File: src/rtl/traffic_sensor_cond_pkg.sv
// ---------------------------------------------------------------------------
// traffic_pkg
// Shared constants for the traffic-sensor conditioning slice: default
// parameter values for the synchronizer depth, debounce length and tick
// divider, plus the bit index used for each street in per-street vectors.
// ---------------------------------------------------------------------------
package traffic_pkg;

    localparam int SYNC_STAGES_DEF = 2;
    localparam int DEB_CYCLES_DEF  = 4;
    localparam int DIV_RATIO_DEF   = 8;

    localparam int STREET_A = 0;
    localparam int STREET_B = 1;

endpackage

File: src/rtl/traffic_sensor_cond_if.sv
// ---------------------------------------------------------------------------
// traffic_sensor_cond_if
// Bundles the signals between the raw sensor / controller side and the
// conditioning stage.
//   SA_RAW, SB_RAW   raw asynchronous sensor contacts
//   GA_STAT, GB_STAT green indications returned by the controller
//   SA, SB           conditioned demand to the controller
//   TICK             single-cycle state-advance enable
// Modports:
//   master : the environment (drives raw sensors and green status)
//   slave  : the conditioning stage (drives SA, SB, TICK)
// ---------------------------------------------------------------------------
interface traffic_sensor_cond_if;

    logic SA_RAW;
    logic SB_RAW;
    logic GA_STAT;
    logic GB_STAT;
    logic SA;
    logic SB;
    logic TICK;

    modport master (
        output SA_RAW, SB_RAW, GA_STAT, GB_STAT,
        input  SA, SB, TICK
    );

    modport slave (
        input  SA_RAW, SB_RAW, GA_STAT, GB_STAT,
        output SA, SB, TICK
    );

endinterface

File: src/rtl/traffic_sensor_cond_sensor_debounce.sv
// ---------------------------------------------------------------------------
// sensor_debounce
// One street's input path: a SYNC_STAGES-deep synchronizer followed by a
// debounce counter. The debounced level only changes after the synchronized
// value has disagreed with it for DEB_CYCLES consecutive cycles.
// Ports:
//   CLK  system clock
//   RST  asynchronous active-high reset
//   raw  raw asynchronous sensor contact
//   deb  debounced, synchronous level
// ---------------------------------------------------------------------------
module sensor_debounce #(
    parameter int SYNC_STAGES = 2,
    parameter int DEB_CYCLES  = 4,
    parameter int CNT_W       = 8
) (
    input  logic CLK,
    input  logic RST,
    input  logic raw,
    output logic deb
);

    logic [SYNC_STAGES-1:0] sync_reg;
    logic                   sync_val;
    logic [CNT_W-1:0]       cnt;

    assign sync_val = sync_reg[SYNC_STAGES-1];

    // Shift register synchronizer; the oldest stage feeds the debouncer.
    always_ff @(posedge CLK or posedge RST) begin
        if (RST) begin
            sync_reg <= '0;
        end else begin
            sync_reg <= {sync_reg[SYNC_STAGES-2:0], raw};
        end
    end

    // Any agreement with the current level restarts the stability count,
    // so glitches shorter than DEB_CYCLES never reach deb.
    always_ff @(posedge CLK or posedge RST) begin
        if (RST) begin
            deb <= 1'b0;
            cnt <= '0;
        end else if (sync_val == deb) begin
            cnt <= '0;
        end else if (cnt == CNT_W'(DEB_CYCLES - 1)) begin
            deb <= sync_val;
            cnt <= '0;
        end else begin
            cnt <= cnt + 1'b1;
        end
    end

endmodule

File: src/rtl/traffic_sensor_cond.sv
// ---------------------------------------------------------------------------
// traffic_sensor_cond
// Input conditioning ahead of the two-street traffic-light controller.
// Synchronizes and debounces both street sensors, optionally latches each
// arrival until that street turns green, and generates a free-running
// one-cycle TICK every DIV_RATIO clocks.
// Ports:
//   CLK   system clock
//   RST   asynchronous active-high reset
//   bus   traffic_sensor_cond_if.slave (SA_RAW, SB_RAW, GA_STAT, GB_STAT in;
//         SA, SB, TICK out)
// Configuration macro:
//   SENSOR_LATCH_EN  when defined, builds per-street request latches so a
//                    car that leaves before its green still holds demand.
//                    When undefined, SA/SB are the debounced levels and the
//                    green status inputs are ignored.
// ---------------------------------------------------------------------------
module traffic_sensor_cond
    import traffic_pkg::*;
#(
    parameter int SYNC_STAGES = SYNC_STAGES_DEF,
    parameter int DEB_CYCLES  = DEB_CYCLES_DEF,
    parameter int DIV_RATIO   = DIV_RATIO_DEF,
    parameter int CNT_W       = 8
) (
    input  logic                 CLK,
    input  logic                 RST,
    traffic_sensor_cond_if.slave bus
);

    logic [1:0]       raw;
    logic [1:0]       deb;
    logic [CNT_W-1:0] div_cnt;
    logic             tick;

    assign raw[STREET_A] = bus.SA_RAW;
    assign raw[STREET_B] = bus.SB_RAW;

    sensor_debounce #(
        .SYNC_STAGES (SYNC_STAGES),
        .DEB_CYCLES  (DEB_CYCLES),
        .CNT_W       (CNT_W)
    ) u_deb_a (
        .CLK (CLK),
        .RST (RST),
        .raw (raw[STREET_A]),
        .deb (deb[STREET_A])
    );

    sensor_debounce #(
        .SYNC_STAGES (SYNC_STAGES),
        .DEB_CYCLES  (DEB_CYCLES),
        .CNT_W       (CNT_W)
    ) u_deb_b (
        .CLK (CLK),
        .RST (RST),
        .raw (raw[STREET_B]),
        .deb (deb[STREET_B])
    );

`ifdef SENSOR_LATCH_EN
    logic [1:0] deb_prev;
    logic [1:0] req;
    logic [1:0] stat;
    logic [1:0] rise;

    assign stat[STREET_A] = bus.GA_STAT;
    assign stat[STREET_B] = bus.GB_STAT;
    assign rise           = deb & ~deb_prev;

    // Green status clears the latch and takes priority over a new arrival,
    // because that arriving car is served by the green already showing.
    always_ff @(posedge CLK or posedge RST) begin
        if (RST) begin
            deb_prev <= '0;
            req      <= '0;
        end else begin
            deb_prev <= deb;
            req      <= ~stat & (req | rise);
        end
    end

    assign bus.SA = deb[STREET_A] | req[STREET_A];
    assign bus.SB = deb[STREET_B] | req[STREET_B];
`else
    logic unused_stat;

    assign unused_stat = bus.GA_STAT ^ bus.GB_STAT;

    assign bus.SA = deb[STREET_A];
    assign bus.SB = deb[STREET_B];
`endif

    // Divider wraps at DIV_RATIO-1; TICK is registered so it appears in the
    // cycle after the terminal count.
    always_ff @(posedge CLK or posedge RST) begin
        if (RST) begin
            div_cnt <= '0;
            tick    <= 1'b0;
        end else begin
            tick <= (div_cnt == CNT_W'(DIV_RATIO - 1));
            if (div_cnt == CNT_W'(DIV_RATIO - 1)) begin
                div_cnt <= '0;
            end else begin
                div_cnt <= div_cnt + 1'b1;
            end
        end
    end

    assign bus.TICK = tick;

endmodule

File: src/flat_wrapper.sv
// flat-port wrapper written by rule: the top's interface ports become plain ports
module traffic_sensor_cond_flat import traffic_pkg::*;
#(
    parameter int SYNC_STAGES = SYNC_STAGES_DEF,
    parameter int DEB_CYCLES  = DEB_CYCLES_DEF,
    parameter int DIV_RATIO   = DIV_RATIO_DEF,
    parameter int CNT_W       = 8
)
  (CLK, RST, bus_SA_RAW, bus_SB_RAW, bus_GA_STAT, bus_GB_STAT, bus_SA, bus_SB, bus_TICK);
  traffic_sensor_cond_if bus_i ();
  input  logic CLK;
  input  logic RST;
  input wire logic [$bits(bus_i.SA_RAW)-1:0] bus_SA_RAW;
  input wire logic [$bits(bus_i.SB_RAW)-1:0] bus_SB_RAW;
  input wire logic [$bits(bus_i.GA_STAT)-1:0] bus_GA_STAT;
  input wire logic [$bits(bus_i.GB_STAT)-1:0] bus_GB_STAT;
  output wire logic [$bits(bus_i.SA)-1:0] bus_SA;
  output wire logic [$bits(bus_i.SB)-1:0] bus_SB;
  output wire logic [$bits(bus_i.TICK)-1:0] bus_TICK;
  assign bus_i.SA_RAW = bus_SA_RAW;
  assign bus_i.SB_RAW = bus_SB_RAW;
  assign bus_i.GA_STAT = bus_GA_STAT;
  assign bus_i.GB_STAT = bus_GB_STAT;
  assign bus_SA = bus_i.SA;
  assign bus_SB = bus_i.SB;
  assign bus_TICK = bus_i.TICK;
  traffic_sensor_cond #(.SYNC_STAGES(SYNC_STAGES), .DEB_CYCLES(DEB_CYCLES), .DIV_RATIO(DIV_RATIO), .CNT_W(CNT_W)) u_core (.CLK(CLK), .RST(RST), .bus(bus_i));
endmodule
File: config.mk
export PLATFORM = sky130hd
export DESIGN_NAME = traffic_sensor_cond_flat
export DESIGN_NICKNAME = d
export VERILOG_FILES = /design/src/rtl/traffic_sensor_cond_pkg.sv /design/src/rtl/traffic_sensor_cond_if.sv /design/src/rtl/traffic_sensor_cond_sensor_debounce.sv /design/src/rtl/traffic_sensor_cond.sv /design/src/flat_wrapper.sv
export SDC_FILE = /design/constraint.sdc
export NUM_CORES = 1
export LEC_CHECK = 0
export BUFFER_PORTS_ARGS = -buffer_cell sky130_fd_sc_hd__buf_4
export CAP_MARGIN = 20
export CORE_UTILIZATION = 50
export CTS_BUF_LIST = sky130_fd_sc_hd__clkbuf_2
export CTS_CLUSTER_SIZE = 12
export DETAILED_ROUTE_END_ITERATION = 10
export PLACE_DENSITY_LB_ADDON = 0.05
export SYNTH_ARGS = -nofsm -noshare
export SYNTH_HDL_FRONTEND = slang
export SYNTH_SLANG_ARGS = --single-unit
File: constraint.sdc
create_clock -name CLK -period 1.8 [get_ports CLK]
set_input_delay 0 -clock CLK [delete_from_list [all_inputs] [get_ports CLK]]
set_output_delay 0 -clock CLK [all_outputs]
set_load 0.02 [all_outputs]
# Yosys cells after proc, flatten, opt, wreduce, memory -nomap -nowiden
# Index checks and enable logic that the tools add are counted.
# word_totals
input_bits	6
elab_cells	25
output_inout_bits	3
regBits	31
# op_classes
n_bitwise	2
n_reduce_logical	2
mux	5
n_eq_ne	5
addsub	3
# op_table
cell	n
$mux 8	5
$add 8x1->8 const B	3
$eq 8x2->1 const B	2
$eq 8x3->1 const B	1
$reduce_and 2->1	2
$eq 1x1->1	2
$not 1->1	2

# Logic depth before layout (Yosys ltp)
# Gate-level depths: netlist of the first run.
# logic_depth
depth_word	3
ltp_mapped	4
ltp_nobuf	4

# Hierarchy
# Synthesis of the first run repeated with hierarchy kept, for this count alone.
# unflattened
cells_unflattened	120
area_unflattened_um2	1368.8
# modules_own_cells
mod	area_each_um2	seq_area_each_um2	cells_each	instances
sensor_debounce	496.7	275.3	45	2
traffic_sensor_cond	375.4	225.2	30	1

# Least setup slack after synthesis of the first run
# OpenSTA, ideal clock, no wires.
# synth_timing
path_kind	register -> register
start	register u_core.u_deb_b.cnt[0]
end	register u_core.u_deb_b.deb
path_slack_ns	0.138
path_buffers	0
stages_incl_launch_ff	5
synth_period_minus_slack_ns	1.662
setup_ns	0.125
required_ns	1.675
arrival_time_ns	1.537
cell_sequence	dfrtp_1 ha_1 or4b_4 nor4_2 mux2_2
# synth_via
elab_chain_cells	2
# synth_lines
element	line	text
start, declared	traffic_sensor_cond_sensor_debounce.sv:25	logic [CNT_W-1:0] cnt;
start signal, assigned	traffic_sensor_cond_sensor_debounce.sv:50	cnt <= cnt + 1'b1;
$eq 8x2->1	traffic_sensor_cond_sensor_debounce.sv:46	end else if (cnt == CNT_W'(DEB_CYCLES - 1)) begin
$reduce_and 2->1 (no source line)	-	
end signal, assigned	traffic_sensor_cond_sensor_debounce.sv:47	deb <= sync_val;
end, declared	traffic_sensor_cond_sensor_debounce.sv:20	output logic deb
# No other way between the ends.
# A chain may end at the register's enable or synchronous reset.

# Worst setup path after layout of the first run
# layout_timing
start	register u_core.u_deb_a.cnt[0]
end	register u_core.u_deb_a.deb
# layout_via
elab_chain_cells	2
# layout_lines
element	line
start, declared	traffic_sensor_cond_sensor_debounce.sv:25
start signal, assigned	traffic_sensor_cond_sensor_debounce.sv:50
$eq 8x2->1	traffic_sensor_cond_sensor_debounce.sv:46
$reduce_and 2->1 (no source line)	-
end signal, assigned	traffic_sensor_cond_sensor_debounce.sv:47
end, declared	traffic_sensor_cond_sensor_debounce.sv:20
# No other way between the ends.

==> metrics, run 1 <==
Max VDD drop 0.000787 V; die height 54.7 um; most common cell after layout, fill and taps aside dfrtp_1; Rows 18; I/O Buffers 6; crit path max fanout 2; final cell count without fillers 174; synthesis-to-layout area growth 14.9%; Clock Skew 0.0120 ns; Gate Count Post-Synth 120; hpwl dp 1.56 mm; Setup crit end kind register; synth warn 0; CTS root buf clkbuf_2; Clock Path Buffers 2; Hold WC Path Type input port to asynchronous set/reset pin; Multi-input gate area 576 um^2; Core Util, Final 0.627; PwrDens 1060 nW/um^2; Crit Path Category register to register; layout cells sized above 1 0.208; clock insertion delay at the later pin of the skew report 0.37 ns; Largest regs u_core.div_cnt: 8 flops, u_core.u_deb_a.cnt: 8 flops, u_core.u_deb_b.cnt: 8 flops; chip width 54.7 um; Slew HR 0.722; GRT Util Overall 0.187; Setup TNS 0 ns; max-cap violations 0; status completed; largest area contributor in the netlist dfrtp_1; initial core utilization 0.546; Via Count 931; largest net degree at the start of global routing 21; Syn Nets 131; clk sink count 31; Period minus WS final 1.71 ns; vias in the first global route 903; post-route ant nets 0; leading cell types in the layout, fill and taps excluded dfrtp_1 (31), buf_4 (16), nor2_1 (13); final WL 2.19 mm; Hold Vio Cnt, Final 0; CTS clk-pin slew, worst paths 0.15 ns; Post-Syn Area 1390 um^2; WP data arrival 1.97 ns; TritonCTS clock tree done; Critical Path RT 2.06 ns; total CTS buffers 5; fill count 204; placed cell count 164; final setup fails 0; first-pass GRT wire length 3.71 mm; Yosys cell types 21; # IOs 9; GP Congestion 0.755; largest cells by area after synthesis dfrtp_1 (56%), xor2_1 (5.7%), ha_1 (4.5%); Core Region 2540 um^2; startpoint types register; drt drc 0; register area 776 um^2; Die ar. 2990 um^2; total power 1.69 mW; LEAKAGE 0.737 nW; Iter 0 DRT Violations 6; unrepaired setup endpoints after global routing no; Fmax 586 MHz; final net count 155; #FFs+latches synth 31; total congestion overflow 0; cts repair resizes 0; Worst Max-Slew Pin Slew 0.416 ns; antenna violations before repair 0; drt pass-1 iters 3; Slew Limit Fails 0; Synth top area share 0.559; vias per inst 5.35; fin crit share 0.947; DR WL/cell 12.6 um; H-tree levels 2; n_diodes 0; Avg Inst Size Synth 11.6 um^2; post-synthesis sequential area ratio 0.559
## power by group
part           internal (mW)  total [mW]  switching, mW
Combinational          0.268       0.522          0.255
Clock                 0.0820       0.318          0.236
Sequential             0.772       0.846         0.0738
## layer usage
layer / GRT usage / part of all wire / wire [um] / vias to the layer above
met5: 0 / 0 / 0 / -
met4: 0.115 / 0.021 / 46 / 0
met3: 0.0917 / 0.039 / 85 / 7
met2: 0.285 / 0.48 / 1060 / 10
met1: 0.207 / 0.46 / 996 / 455
li1: - / - / - / 459
## metrics by stage
step | hold slack (ns) | area [um^2] | setup slack [ns]
after global routing | 0.195 | 1600 | 0.00454
after floorplan | 0.0314 | 1390 | 0.138
final | 0.165 | 1600 | 0.0949
after detailed placement | 0.0162 | 1530 | 0.102
after CTS | 0.139 | 1600 | 0.0886
after global placement | 0.0222 | 1530 | 0.165
## path summary, 6_finish.rpt
kind	slack, ns	start	cells past startpoint	to
min in group CLK	0.27	bus_SB_RAW	2	u_core.u_deb_b.sync_reg[0]$_DFF_PP0_
worst min register to register	0.37	u_core.u_deb_b.sync_reg[0]$_DFF_PP0_	0	u_core.u_deb_b.sync_reg[1]$_DFF_PP0_
worst min-delay path	0.16	RST	3	u_core.div_cnt[5]$_DFF_PP0_
worst max register to register	0.09	u_core.u_deb_a.cnt[0]$_DFF_PP0_	4	u_core.u_deb_a.deb$_DFFE_PP0P_
worst max-delay path	0.09	u_core.u_deb_a.cnt[0]$_DFF_PP0_	4	u_core.u_deb_a.deb$_DFFE_PP0P_
max in group asynchronous	1.03	RST	4	u_core.u_deb_a.cnt[0]$_DFF_PP0_
## Yosys cell counts
master	count
a21oi_1	6
buf_4	2
dfrtp_1	31
ha_1	5
inv_1	6
mux2_2	2
nand2_1	5
nand3_1	11
nand4_1	2
nor2_1	13
nor2b_1	1
nor3_1	2
nor4_2	2
o21ai_0	7
o21bai_1	1
o41ai_4	2
or3_1	6
or4_1	1
or4b_4	2
xnor2_1	4
xor2_1	9
## critical path, stage by stage (launching register included)
cell and delay (ns):
dfrtp_1 0.38, ha_1 0.16, or4b_4 0.49, nor4_2 0.21, mux2_2 0.37
## layout make-up
class | count | area share
inverters | 6 | 0.0141
multi-input cells | 81 | 0.361
repair buffers | 19 | 0.0941
clock buffers | 5 | 0.0157
well taps | 30 | 0.0235
clock inverters | 2 | 0.00549
flip-flops and latches | 31 | 0.486
## repair_timing
item	CTS	global route
endpoints found under the hold margin	13	0
hold buffers	3	0
setup buffers	0	0
## cells by family (layout without fill, tap and decap cells)
kind of cell	Yosys count	count (layout)	share of synthesized area
DFF	31	31	0.559
and+or+nand+nor	45	45	0.179
buffers and inverters	8	32	0.0270
adders and majority gates	5	5	0.0450
xor gates and xnor gates	13	13	0.0820
muxes	2	2	0.0162
AOI/OAI and AO/OA	16	16	0.0919
(Power assumes the default switching activity.)
==> run 2, diff against run 1 <==
--- a/config.mk
+++ b/config.mk
@@ -7,8 +7,9 @@
 export LEC_CHECK = 0
 export BUFFER_PORTS_ARGS = -buffer_cell sky130_fd_sc_hd__buf_4
 export CAP_MARGIN = 20
-export CORE_UTILIZATION = 50
+export CORE_UTILIZATION = 48
 export CTS_BUF_LIST = sky130_fd_sc_hd__clkbuf_2
+export CTS_CLUSTER_DIAMETER = 200
 export CTS_CLUSTER_SIZE = 12
 export DETAILED_ROUTE_END_ITERATION = 10
 export PLACE_DENSITY_LB_ADDON = 0.05
==> metrics, run 2 (synthesis results as in run 1) <==
Die ar. 3110 um^2; die height 55.8 um; final setup fails 0; CP max-delay cell or4b_4; H-tree levels 2; unrepaired setup endpoints after global routing no; routed metal-1 wire length 1.04 mm; hpwl dp 1.56 mm; Fmax 595 MHz; # IOs 9; post-place setup slack 0.107 ns; placed cell count 164; fin crit share 0.933; post-route ant nets 0; WL met3 86 um; initial core utilization 0.504; synthesis-to-layout area growth 15.5%; first-pass GRT wire length 4.28 mm; Crit Path Category register to register; layout cells sized above 1 0.215; Multi-input gate area 584 um^2; Slew HR 0.742; final WL 2.29 mm; total power 1.70 mW; startpoint types register; vias per inst 5.36; total congestion overflow 0; area post-placement 1530 um^2; final cell count without fillers 175; clk sink count 31; most common cell after layout, fill and taps aside dfrtp_1; Post-CTS Repair Setup Buffers 0; Setup TNS 0 ns; reg-to-reg startpoint u_core.u_deb_b.cnt[0]$_DFF_PP0_; Int Power 1.13 mW; Critical Path RT 2.07 ns; WP data arrival 1.95 ns; r2r setup slk 0.12 ns; Hold WC Path Type input port to asynchronous set/reset pin; max incr delay on CP 0.51 ns; Clock Path Buffers 2; drt drc 0; Period minus WS final 1.68 ns; status completed; Max VDD drop 0.000598 V; Rows 19; LEAKAGE 0.740 nW; max-cap violations 0; vias in the first global route 954; Iter 0 DRT Violations 33; largest net degree at the start of global routing 32; I/O Buffers 6; DR WL/cell 13.1 um; n_diodes 0; Slew Limit Fails 0; GRT Util Overall 0.185; final net count 154; final instance area 1600 um^2; crit path max fanout 2; GP Congestion 0.750; CTS root buf clkbuf_2; Hold Vio Cnt, Final 0; r2r endpoint u_core.u_deb_b.deb$_DFFE_PP0P_; drt pass-1 iters 3; total CTS buffers 5; antenna violations before repair 0; final worst slack 0.120 ns; Largest regs u_core.div_cnt: 8 flops, u_core.u_deb_a.cnt: 8 flops, u_core.u_deb_b.cnt: 8 flops; clock insertion delay at the later pin of the skew report 0.36 ns; NetSw 0.563 mW; Via Count 938; Seq pwr share 0.499; fill count 251; TritonCTS clock tree done; Worst Reg-to-Reg Cells 4; Core Region 2760 um^2; Logic pwr share 0.303; leading cell types in the layout, fill and taps excluded dfrtp_1 (31), buf_4 (15), nor2_1 (13); Clock Skew 0.00717 ns; crit path cell chain ha_1 > or4b_4 > nor4_4 > mux2_2; Met2 Wirelength 1.12 mm; Worst Max-Slew Pin Slew 0.387 ns; Setup crit end kind register; CTS clk-pin slew, worst paths 0.15 ns; register area 776 um^2; Clk pwr share 0.198; Switching Share 0.331; Top Metal Used met4; chip width 55.8 um; PwrDens 1060 nW/um^2
run 2: per-stage QoR:
step | hold slack (ns) | utilization
floorplan | 0.0314 | -
global placement | 0.103 | 0.553
detailed placement | 0.110 | 0.553
CTS | 0.250 | 0.578
global route | 0.248 | 0.582
finish | 0.269 | 0.582
run 2: cell type report:
class	instances	share of cell area
Sequential cell	31	0.484
Multi-Input combinational cell	81	0.364
Timing Repair Buffer	18	0.0889
Tap cell	31	0.0242
Clock buffer	7	0.0218
Inverter	6	0.0140
Clock inverter	1	0.00312
run 2: power groups by stage:
stage	clock network [mW]	registers [mW]	logic [mW]
after detailed placement	0	0.861	0.509
after global placement	0	0.856	0.495
after global routing	0.393	0.860	0.566
final	0.336	0.847	0.514
after CTS	0.355	0.847	0.516
after floorplan	0	0.877	0.304
run 2: what timing repair did:
action / in CTS / in global routing
gates resized for setup: 0 / 1
hold buffers: 3 / 0
endpoints found under the hold margin: 33 / 0
setup endpoints to repair: 0 / 1
run 2: worst max path at each step:
stage | from | end | slack, ns | depth (start not counted)
after global placement | u_core.u_deb_a.cnt[0]$_DFF_PP0_ | u_core.u_deb_a.deb$_DFFE_PP0P_ | 0.17 | 4
after floorplan | u_core.u_deb_b.cnt[0]$_DFF_PP0_ | u_core.u_deb_b.deb$_DFFE_PP0P_ | 0.14 | 4
final | u_core.u_deb_b.cnt[0]$_DFF_PP0_ | u_core.u_deb_b.deb$_DFFE_PP0P_ | 0.12 | 4
after detailed placement | u_core.u_deb_b.cnt[1]$_DFF_PP0_ | u_core.u_deb_b.deb$_DFFE_PP0P_ | 0.11 | 4
after CTS | u_core.u_deb_b.cnt[1]$_DFF_PP0_ | u_core.u_deb_b.deb$_DFFE_PP0P_ | 0.08 | 4
after global routing | u_core.u_deb_b.cnt[1]$_DFF_PP0_ | u_core.u_deb_b.deb$_DFFE_PP0P_ | 0.04 | 4
run 2: metal layers:
metal | GRT usage | up-vias
li1 | - | 457
met1 | 0.220 | 461
met2 | 0.291 | 11
met3 | 0.0767 | 9
met4 | 0.0893 | 0
met5 | 0 | -
run 2: critical path, delay by kind of cell, from the launching register on:
family	cells	cell delay [ns]
adders and majority gates	1	0.18
muxes	1	0.36
and+or+nand+nor	2	0.67
DFF	1	0.38
==> run 3, diff against run 2 <==
--- a/config.mk
+++ b/config.mk
@@ -7,12 +7,14 @@
 export LEC_CHECK = 0
 export BUFFER_PORTS_ARGS = -buffer_cell sky130_fd_sc_hd__buf_4
 export CAP_MARGIN = 20
+export CORE_MARGIN = 3
 export CORE_UTILIZATION = 48
 export CTS_BUF_LIST = sky130_fd_sc_hd__clkbuf_2
 export CTS_CLUSTER_DIAMETER = 200
 export CTS_CLUSTER_SIZE = 12
 export DETAILED_ROUTE_END_ITERATION = 10
 export PLACE_DENSITY_LB_ADDON = 0.05
+export SKIP_CTS_REPAIR_TIMING = 1
 export SYNTH_ARGS = -nofsm -noshare
 export SYNTH_HDL_FRONTEND = slang
 export SYNTH_SLANG_ARGS = --single-unit
==> metrics, run 3 (synthesis results as in run 1) <==
Fmax 593 MHz; CTS clk-pin slew, worst paths 0.15 ns; final setup fails 0; final net count 155; Core Util, Final 0.614; DR WL/cell 12.6 um; Die ar. 3570 um^2; crit path max fanout 2; final WL 2.21 mm; startpoint types register; Critical Path RT 2.06 ns; r2r setup slk 0.11 ns; CTS root buf clkbuf_2; Iter 0 DRT Violations 20; PwrDens 1060 nW/um^2; I/O Buffers 6; Worst Reg-to-Reg Cells 4; largest net degree at the start of global routing 32; clock insertion delay at the later pin of the skew report 0.35 ns; Hold Vio Cnt, Final 0; leading cell types in the layout, fill and taps excluded dfrtp_1 (31), buf_4 (16), nor2_1 (13); max-cap violations 0; WP data arrival 1.95 ns; # IOs 9; drt drc 0; synthesis-to-layout area growth 15.5%; Max VDD drop 0.000683 V; Slew Limit Fails 0; final cell count without fillers 175; unrepaired setup endpoints after global routing no; GP Congestion 0.741; die height 59.8 um; Worst Max-Slew Pin Slew 0.384 ns; Setup crit end kind register; total power 1.70 mW; vias per inst 5.26; initial core utilization 0.532; n_diodes 0; status completed; clk sink count 31; Slew HR 0.744; total congestion overflow 0; GRT Util Overall 0.153; Hold WC Path Type input port to asynchronous set/reset pin; final instance area 1600 um^2; most common cell after layout, fill and taps aside dfrtp_1; total CTS buffers 5; drt pass-1 iters 4; Via Count 921; Setup TNS 0 ns; Clock Skew 0.00277 ns; Core Region 2610 um^2; TritonCTS clock tree done; Largest regs u_core.div_cnt: 8 flops, u_core.u_deb_a.cnt: 8 flops, u_core.u_deb_b.cnt: 8 flops; LEAKAGE 0.740 nW; Period minus WS final 1.69 ns; H-tree levels 2; vias in the first global route 898; Crit Path Category register to register; post-route ant nets 0; layout cells sized above 1 0.221; Clock Path Buffers 2; r2r endpoint u_core.u_deb_b.deb$_DFFE_PP0P_; first-pass GRT wire length 3.90 mm; placed cell count 164; Rows 18; fin crit share 0.937; hpwl dp 1.57 mm; antenna violations before repair 0; area post-placement 1530 um^2; reg-to-reg startpoint u_core.u_deb_b.cnt[1]$_DFF_PP0_; chip width 59.8 um
-- run 3: cell count changes in the layout (fill, tap and decap cells not counted) --
cell / change
clkbuf_2: -1
clkinvlp_4: +1
buf_4: +1
nor4_4: -1
nor4_2: +1
-- run 3: cell type report --
class | instances | area [um^2]
Clock buffer | 6 | 30.0
Clock inverter | 2 | 12.5
Fill cell | 215 | 1010
Inverter | 6 | 22.5
Multi-Input combinational cell | 81 | 576
Sequential cell | 31 | 776
Tap cell | 30 | 37.5
Timing Repair Buffer | 19 | 150
-- run 3: metrics by stage --
stage	hold WS, ns	setup WS (ns)
5_1_grt	0.249	0.0517
3_5_place_dp	0.110	0.120
3_3_place_gp	0.102	0.160
4_1_cts	-0.300	0.102
6_report	0.262	0.114
2_1_floorplan	0.0314	0.138
-- run 3: routing by layer --
layer / track usage / share of wire / vias to the layer above / routed length [um]
met5: 0 / 0 / - / 0
met4: 0.0475 / 0.0054 / 0 / 12
met3: 0.0713 / 0.039 / 2 / 86
met2: 0.238 / 0.48 / 12 / 1070
met1: 0.188 / 0.47 / 445 / 1040
li1: - / - / 462 / -
-- run 3: power breakdown --
group	switching [mW]	leakage (nW)	internal [mW]
clock network	0.236	0.0290	0.0991
logic	0.252	0.299	0.268
registers	0.0735	0.411	0.772
-- run 3: worst max-delay path by stage --
stage,from,depth (start not counted),end,slack (ns)
2_1_floorplan,u_core.u_deb_b.cnt[0]$_DFF_PP0_,4,u_core.u_deb_b.deb$_DFFE_PP0P_,0.14
3_3_place_gp,u_core.u_deb_b.cnt[0]$_DFF_PP0_,4,u_core.u_deb_b.deb$_DFFE_PP0P_,0.16
3_5_place_dp,u_core.u_deb_b.cnt[1]$_DFF_PP0_,4,u_core.u_deb_b.deb$_DFFE_PP0P_,0.12
4_1_cts,u_core.u_deb_b.cnt[0]$_DFF_PP0_,4,u_core.u_deb_b.deb$_DFFE_PP0P_,0.10
5_1_grt,u_core.u_deb_a.cnt[0]$_DFF_PP0_,4,u_core.u_deb_a.deb$_DFFE_PP0P_,0.05
6_report,u_core.u_deb_b.cnt[1]$_DFF_PP0_,4,u_core.u_deb_b.deb$_DFFE_PP0P_,0.11
-- run 3: worst max-delay path: stages (launching register included) --
cell and delay [ns]:
dfrtp_1 0.39, ha_1 0.18, or4b_4 0.50, nor4_2 0.17
mux2_2 0.36
